**config.mk**
```make
export PLATFORM = sky130hd
export DESIGN_NAME = control_unit
export DESIGN_NICKNAME = d
export VERILOG_FILES = /design/src/rtl/control_unit.sv
export SDC_FILE = /design/constraint.sdc
export NUM_CORES = 1
export LEC_CHECK = 0
export ABC_AREA = 1
export ABC_CLOCK_PERIOD_IN_PS = 1430
export CAP_MARGIN = 20
export CORE_UTILIZATION = 50
export DETAILED_ROUTE_END_ITERATION = 10
export GPL_TIMING_DRIVEN = 0
export PLACE_DENSITY = 0.77
export SLEW_MARGIN = 20
export SYNTH_ARGS = -nofsm -noshare
export SYNTH_HDL_FRONTEND = slang
export SYNTH_SLANG_ARGS = --single-unit
export TNS_END_PERCENT = 30
```
**constraint.sdc**
```tcl
create_clock -name clk -period 1.43 [get_ports clk]
set_clock_uncertainty 0.05 [all_clocks]
set_input_delay 0.2145 -clock clk [delete_from_list [all_inputs] [get_ports clk]]
set_output_delay 0.2145 -clock clk [all_outputs]
set_load 0.005 [all_outputs]
```
**src/rtl/control_unit.sv**
```systemverilog
// Multi-cycle fetch/decode/execute control unit for an accumulator datapath.
// Optional macro CU_JMP_EN: opcode 10 becomes a jump; when it is undefined, opcode 10 is a NOP.
module control_unit #(
  parameter int unsigned N = 8
) (
  input  logic         clk,
  input  logic         rst,
  input  logic         start,
  input  logic [N-1:0] mem_rdata,
  input  logic         mem_ready,
  output logic [N-3:0] mem_addr,
  output logic         mem_rd,
  output logic         ALUSEL,
  output logic         AR_LD,
  output logic         AC_LD,
  output logic         busy,
  output logic         halted
);

  localparam int unsigned AW = N - 2;

  typedef enum logic [2:0] {
    StIdle,
    StFetch,
    StDecode,
    StOperand,
    StExec,
    StHalted
  } state_e;

  localparam logic [1:0] OpAdd  = 2'b00;
  localparam logic [1:0] OpAnd  = 2'b01;
  localparam logic [1:0] OpJmp  = 2'b10;
  localparam logic [1:0] OpHalt = 2'b11;

  state_e        r_state;
  logic [AW-1:0] r_pc;
  logic [N-1:0]  r_ir;

  logic [AW-1:0] r_mem_addr;
  logic          r_mem_rd;
  logic          r_alusel;
  logic          r_ac_ld;
  logic          r_busy;
  logic          r_halted;

  state_e        w_state_d;
  logic [AW-1:0] w_pc_d;
  logic [N-1:0]  w_ir_d;
  logic [1:0]    w_opcode;

  assign w_opcode = r_ir[N-1:N-2];

  always_comb begin
    w_state_d = r_state;
    w_pc_d    = r_pc;
    w_ir_d    = r_ir;
    unique case (r_state)
      StIdle: begin
        if (start) w_state_d = StFetch;
      end
      StFetch: begin
        if (mem_ready) begin
          w_ir_d    = mem_rdata;
          w_pc_d    = r_pc + AW'(1);
          w_state_d = StDecode;
        end
      end
      StDecode: begin
        unique case (w_opcode)
          OpAdd, OpAnd: w_state_d = StOperand;
          OpHalt:       w_state_d = StHalted;
          OpJmp: begin
`ifdef CU_JMP_EN
            w_pc_d = r_ir[AW-1:0];
`endif
            w_state_d = StFetch;
          end
          default:      w_state_d = StIdle;
        endcase
      end
      StOperand: begin
        if (mem_ready) w_state_d = StExec;
      end
      StExec:   w_state_d = StFetch;
      StHalted: w_state_d = StHalted;
      default:  w_state_d = StIdle;
    endcase
  end

  // Outputs are decoded from the next state so they line up with the state register.
  always_ff @(posedge clk) begin
    if (rst) begin
      r_state    <= StIdle;
      r_pc       <= '0;
      r_ir       <= '0;
      r_mem_addr <= '0;
      r_mem_rd   <= 1'b0;
      r_alusel   <= 1'b0;
      r_ac_ld    <= 1'b0;
      r_busy     <= 1'b0;
      r_halted   <= 1'b0;
    end else begin
      r_state  <= w_state_d;
      r_pc     <= w_pc_d;
      r_ir     <= w_ir_d;
      r_mem_rd <= (w_state_d == StFetch) || (w_state_d == StOperand);
      if (w_state_d == StFetch) begin
        r_mem_addr <= w_pc_d;
      end else if (w_state_d == StOperand) begin
        r_mem_addr <= w_ir_d[AW-1:0];
      end else begin
        r_mem_addr <= '0;
      end
      r_alusel <= ((w_state_d == StOperand) || (w_state_d == StExec)) && w_ir_d[N-2];
      r_ac_ld  <= (w_state_d == StExec);
      r_busy   <= (w_state_d != StIdle) && (w_state_d != StHalted);
      r_halted <= (w_state_d == StHalted);
    end
  end

  assign mem_addr = r_mem_addr;
  assign mem_rd   = r_mem_rd;
  assign ALUSEL   = r_alusel;
  assign AC_LD    = r_ac_ld;
  assign busy     = r_busy;
  assign halted   = r_halted;
  // Operand capture happens in the same cycle memory answers.
  assign AR_LD    = (r_state == StOperand) && mem_ready;

endmodule

```
# After elaboration in Yosys (flattened, before gate mapping)
# Cells that the tools add are included.
[totals]
ff_bits = 28
latchBits = 0
ram_bits = 0
rom_bits = 0
inputBits = 12
output_inout_bits = 12
elab_cells = 45
n_memories = 0
[op_classes]
add_sub_neg = 1
multipliers = 0
div = 0
magnitude_cmp = 0
n_eq_ne = 13
shifts = 0
muxes = 11
bitwise_logic = 0
reduce_logical = 10
[op_table]
columns = ["operator", "count"]
rows = [
  ["$mux W6", 4],
  ["$pmux W3 S6", 1],
  ["$mux W7", 2],
  ["$eq A3 B3 Y1 const B", 4],
  ["$eq A3 B2 Y1 const B", 3],
  ["$mux W3", 3],
  ["$pmux W3 S3", 1],
  ["$add A6 B1 Y6 const B", 1],
  ["$eq A3 B1 Y1 const B", 2],
  ["$eq A2 B2 Y1 const B", 2],
  ["$logic_and A1 B1 Y1", 3],
  ["$logic_not A3 Y1", 1],
  ["$ne A3 B3 Y1 const B", 1],
  ["$reduce_bool A3 Y1", 1],
  ["$eq A2 B1 Y1 const B", 1],
  ["$logic_not A2 Y1", 1],
  ["$logic_or A1 B1 Y1", 2],
  ["$reduce_and A2 Y1", 1],
  ["$reduce_or A2 Y1", 1],
]

# Longest topological paths before layout
# Gate-level depths: netlist of the first run.
[depth]
depth_word = 7
depth_mapped = 10
mapped_depth_nobuf = 9

# Worst setup path before layout of the first run
# OpenSTA, ideal clock, no wires.
[synth_timing]
path_type = "register -> register"
from = "register r_state[0]"
to = "register r_busy (netlist: busy)"
setup_ns = 0.121
t_arrival_ns = 1.011
required_time_ns = 1.259
setup_slack_ns = 0.247
path_stages_with_launch = 11
path_buffers = 1
period_less_slack_ns = 1.183
cell_sequence = "dfxtp_1 > buf_6 > inv_2 > nand2_1 > nand2_1 > nand2_1 > inv_1 > nor2_2 > nand2_1 > nand3_1 > o21ai_0"
[synth_between]
elab_chain_cells = 4
elab_cells_between_ends = 13
cone_classes = "6 x eq/ne; 4 x mux; 3 x reduce/logical"
[synth_rtl]
columns = ["element", "line_no", "source"]
rows = [
  ["start, declared", "36", "state_e r_state;"],
  ["start signal, assigned", "94", "r_state <= StIdle;"],
  ["start signal, assigned", "104", "r_state <= w_state_d;"],
  ["$eq A3 B3 Y1, or another cell as far along", "58", "unique case (r_state)"],
  ["$pmux W3 S6 (*)", "58", ""],
  ["$ne A3 B3 Y1 / $reduce_bool A3 Y1 (equally long branches)", "117", "r_busy <= (w_state_d != StIdle) && (w_state_d != StHalted);"],
  ["$logic_and A1 B1 Y1 (*)", "117", ""],
  ["end signal, assigned", "117", ""],
  ["end, declared", "44", "logic r_busy;"],
]
# Mark *: on every way between the ends. The rest lies on a longest branch, timed or not.
# A chain may end at the register's enable or synchronous reset.

# Worst setup path after layout of the first run
# Ends and elaborated chain as after synthesis.

==> results of run 1 <==
-- layout by cell type (no fill, tap or decap), types with 5 or more instances in the layout --
cell type	count
clkdlybuf4s50_1	10
nand2_1	34
nor2_2	7
inv_1	26
nor2_1	22
buf_4	9
nand3_1	18
dlygate4sd2_1	6
dfxtp_1	22
dlymetal6s2s_1	6
dfxtp_2	5
o21ai_0	5
-- final cells by class --
class / count / area, sq um / area share, %
Inverter: 30 / 112.6 / 6.447
Timing Repair Buffer: 35 / 359.1 / 20.56
Clock buffer: 3 / 22.52 / 1.289
Multi-Input combinational cell: 112 / 593.1 / 33.95
Buffer: 3 / 23.77 / 1.361
Tap cell: 28 / 35.03 / 2.006
Sequential cell: 28 / 570.5 / 32.66
Clock inverter: 1 / 30.03 / 1.719
-- per-layer routing --
metal	share of wire [%]	global-route usage (%)	vias to the layer above
li1	-	-	615
met1	45	28.70	535
met2	49	40.93	32
met3	5.5	6.377	2
met4	0.54	6.579	0
met5	0	0	-
-- stage by stage --
step	cell area (sq um)	power [W]	setup slack, ns	std cells	hold WS [ns]
6_report	1747	0.001702	0.005958	240	0.4329
5_1_grt	1747	0.001778	-0.07386	240	0.4473
4_1_cts	1703	0.001686	-0.01527	240	0.4322
3_5_place_dp	1531	0.001151	-0.5184	225	0.4219
3_3_place_gp	1531	0.001142	-0.5328	225	0.4141
2_1_floorplan	1266	0.001050	0.2474	174	0.2790
-- timing repair --
action                                  4_1_cts  5_1_grt
buffers inserted                             16        1
endpoints found under the setup margin        6       21
gates cloned                                  1        0
hold endpoints to repair                      0        0
pin swaps                                     4        4
resized for setup                            18       15
-- sequential cells by signal, indices dropped and copies added (netlist names) --
| signal | cells |
|---|---|
| mem_rd | 1 |
| r_pc | 6 |
| ALUSEL | 1 |
| busy | 1 |
| halted | 1 |
| r_state | 3 |
| r_ir | 8 |
| AC_LD | 1 |
| mem_addr | 6 |
-- critical path: cells and delay by family (launching register included) --
kind	cells	cell delay, ns
simple gates	6	0.61
compound gates	1	0.08
buf+inv	2	0.22
flops	1	0.37
-- worst max-delay path by stage --
stage | cells past startpoint | startpoint | end
after floorplan | 10 | r_state[0] | busy
after global placement | 4 | mem_ready | AR_LD
final | 9 | r_state[0] | busy
after detailed placement | 4 | mem_ready | AR_LD
after CTS | 4 | r_state[2] | AR_LD
after global routing | 4 | r_state[2] | AR_LD
-- cell families (layout without fill, tap and decap cells) --
logic type,Yosys count,in the layout,synth area share (%)
AOI/OAI and AO/OA,15,15,7.312
adders and majority gates,1,1,0.9880
buffers and inverters,34,72,11.36
DFF,28,28,44.27
and+or+nand+nor,96,96,36.07
-- where the power goes --
part	total [W]	internal (W)	switching, W	leakage [nW]
clock	0.000521	0.000284	0.000237	0.0279
sequential	0.000841	0.000824	0.0000174	0.231
combinational	0.000340	0.000151	0.000189	0.697
total	0.00170	0.00126	0.000444	0.956
==> impl_results.md, run 1 <==
- Outcome: completed
- Hold_sp: mem_ready
- Ports: 24
- Antenna Violating Nets Remaining: 0
- H-tree depth: 1
- CTS tree: built
- Initial DRC Count: 39
- GRT Total Usage: 23.76%
- Post-synth top cells: nand2_1 (35), dfxtp_1 (28), inv_1 (26)
- Vias in the first global route: about 1.1k
- Starting Density: 55.12%
- Syn Inst Count: between 150 and 200
- Max VDD drop: 1.035 mV
- Final setup fails: 0
- Vias: between 1k and 1.5k
- Die W: 52.33 microns
- Largest net degree at the start of global routing: 17
- Setup crit start kind: register
- Core area: roughly 2300 sq um
- DR vias/cell: about 4.9
- Unrepaired setup endpoints after global routing: true
- Hpwl dp: approximately 1900 microns
- Worst-path maximum fanout: 6
- Clk sinks: 28
- Post-synth top area share: approximately 44%
- Synth unique cells: 24
- Die area: between 2000 and 3000 sq um
- CTS Root Cell: clkbuf_4
- Yosys Warn Count: 0
- Fin crit share: between 90% and 100%
- Worst-path cell chain: buf_4 -> nand2_1 -> inv_1 -> nand2_1 -> nand2_1 -> nor2_4 -> nand2_1 -> nand3_1 -> o21ai_0
- Worst EP required: 1.62 ns
- Area grow syn2layout: 37.95%
- Initial antenna violation count: 0
- Worst hold stages: 3
- Pwr dens: a little under 1000 nW/um^2
- # diodes: 0
- Hold_buf cts: 0
- CP arrival: about 1.6 ns
- Ys flop type: dfxtp_1
- CTS max path bufs: 2
- Synth area leader: dfxtp_1
- MaxCap Viol Count: 0
- Grt total ovfl: 0
- Endpoint type of the worst setup path: register
- Clock latency on the worst-skew pair: about 0.33 ns
- Setup_tns: 0 ns
- GP Congestion: ~0.84
- Hold Fails Final Rpt: 0
- Largest stage delay, worst path: roughly 0.37 ns
- Ys async rst share: 0%
- Sequential share of the synthesized area: between 40% and 50%
- Ratio of cells with drive above 1 in the final layout: 22.64%
- Reg2reg end: busy
- Clock period minus worst slack: between 1 and 1.5 ns
- Synth Cell Area: ~1300 sq um
- Top cells by area, synth: dfxtp_1 (44%), nand2_1 (10%), inv_1 (7.7%), nand3_1 (7.1%), nor2_1 (7.1%)
- Transition time at the pin with the least slew margin: a little under 0.5 ns
- Most used cell along the critical path: nand2_1
- Drt first pass iters: 4
- Aggregate routed wire length: 2947 microns
- Worst r2r src: r_state[0]
- Hold WC Path Type: input pin to register
- Hold EP: r_ir[7]
- CP max-delay cell: dfxtp_4
- Count of input and output buffers: 23
- Mean Syn Cell Area: roughly 7.3 sq um
- Die H: roughly 52 microns
- Post-route DRC: 0
- Max Clock Freq: 702.2 MHz
- Critical path class: register to register
- Reg clk slew, reported paths: 0.16 ns
- Final Max Slew Viols: 0
- Flops & latches, synth: 28
- Final Util: ~76%
- LEAKAGE: approximately 0.96 nW
- Most frequent cell after synthesis: nand2_1
- # nets final: between 200 and 250
- Drt wl/cell: between 10 and 15 microns
- Syn nets: ~190
- EDFF count, synth: 0
- Fill cells: 172
- R2R depth: 9
- Cell Rows: 17
- CTS buffer count: 3
- FF-to-FF setup slack: 0.006 ns
- Max transition margin: about two thirds
- Global-route wire length before repair: 4712 microns
(Power assumes the default switching activity.)
==> inputs of run 2 (changes only) <==
GPL_ROUTABILITY_DRIVEN = 1   (was unset)
HOLD_SLACK_MARGIN = 0.08   (was unset)
==> results of run 2 <==
No change in the layout: final DEF, timing and power equal those of run 1.
==> inputs of run 3 (changes only) <==
TNS_END_PERCENT = 10   (was 30)
==> results of run 3 <==
No change in the layout: final DEF, timing and power equal those of run 1.
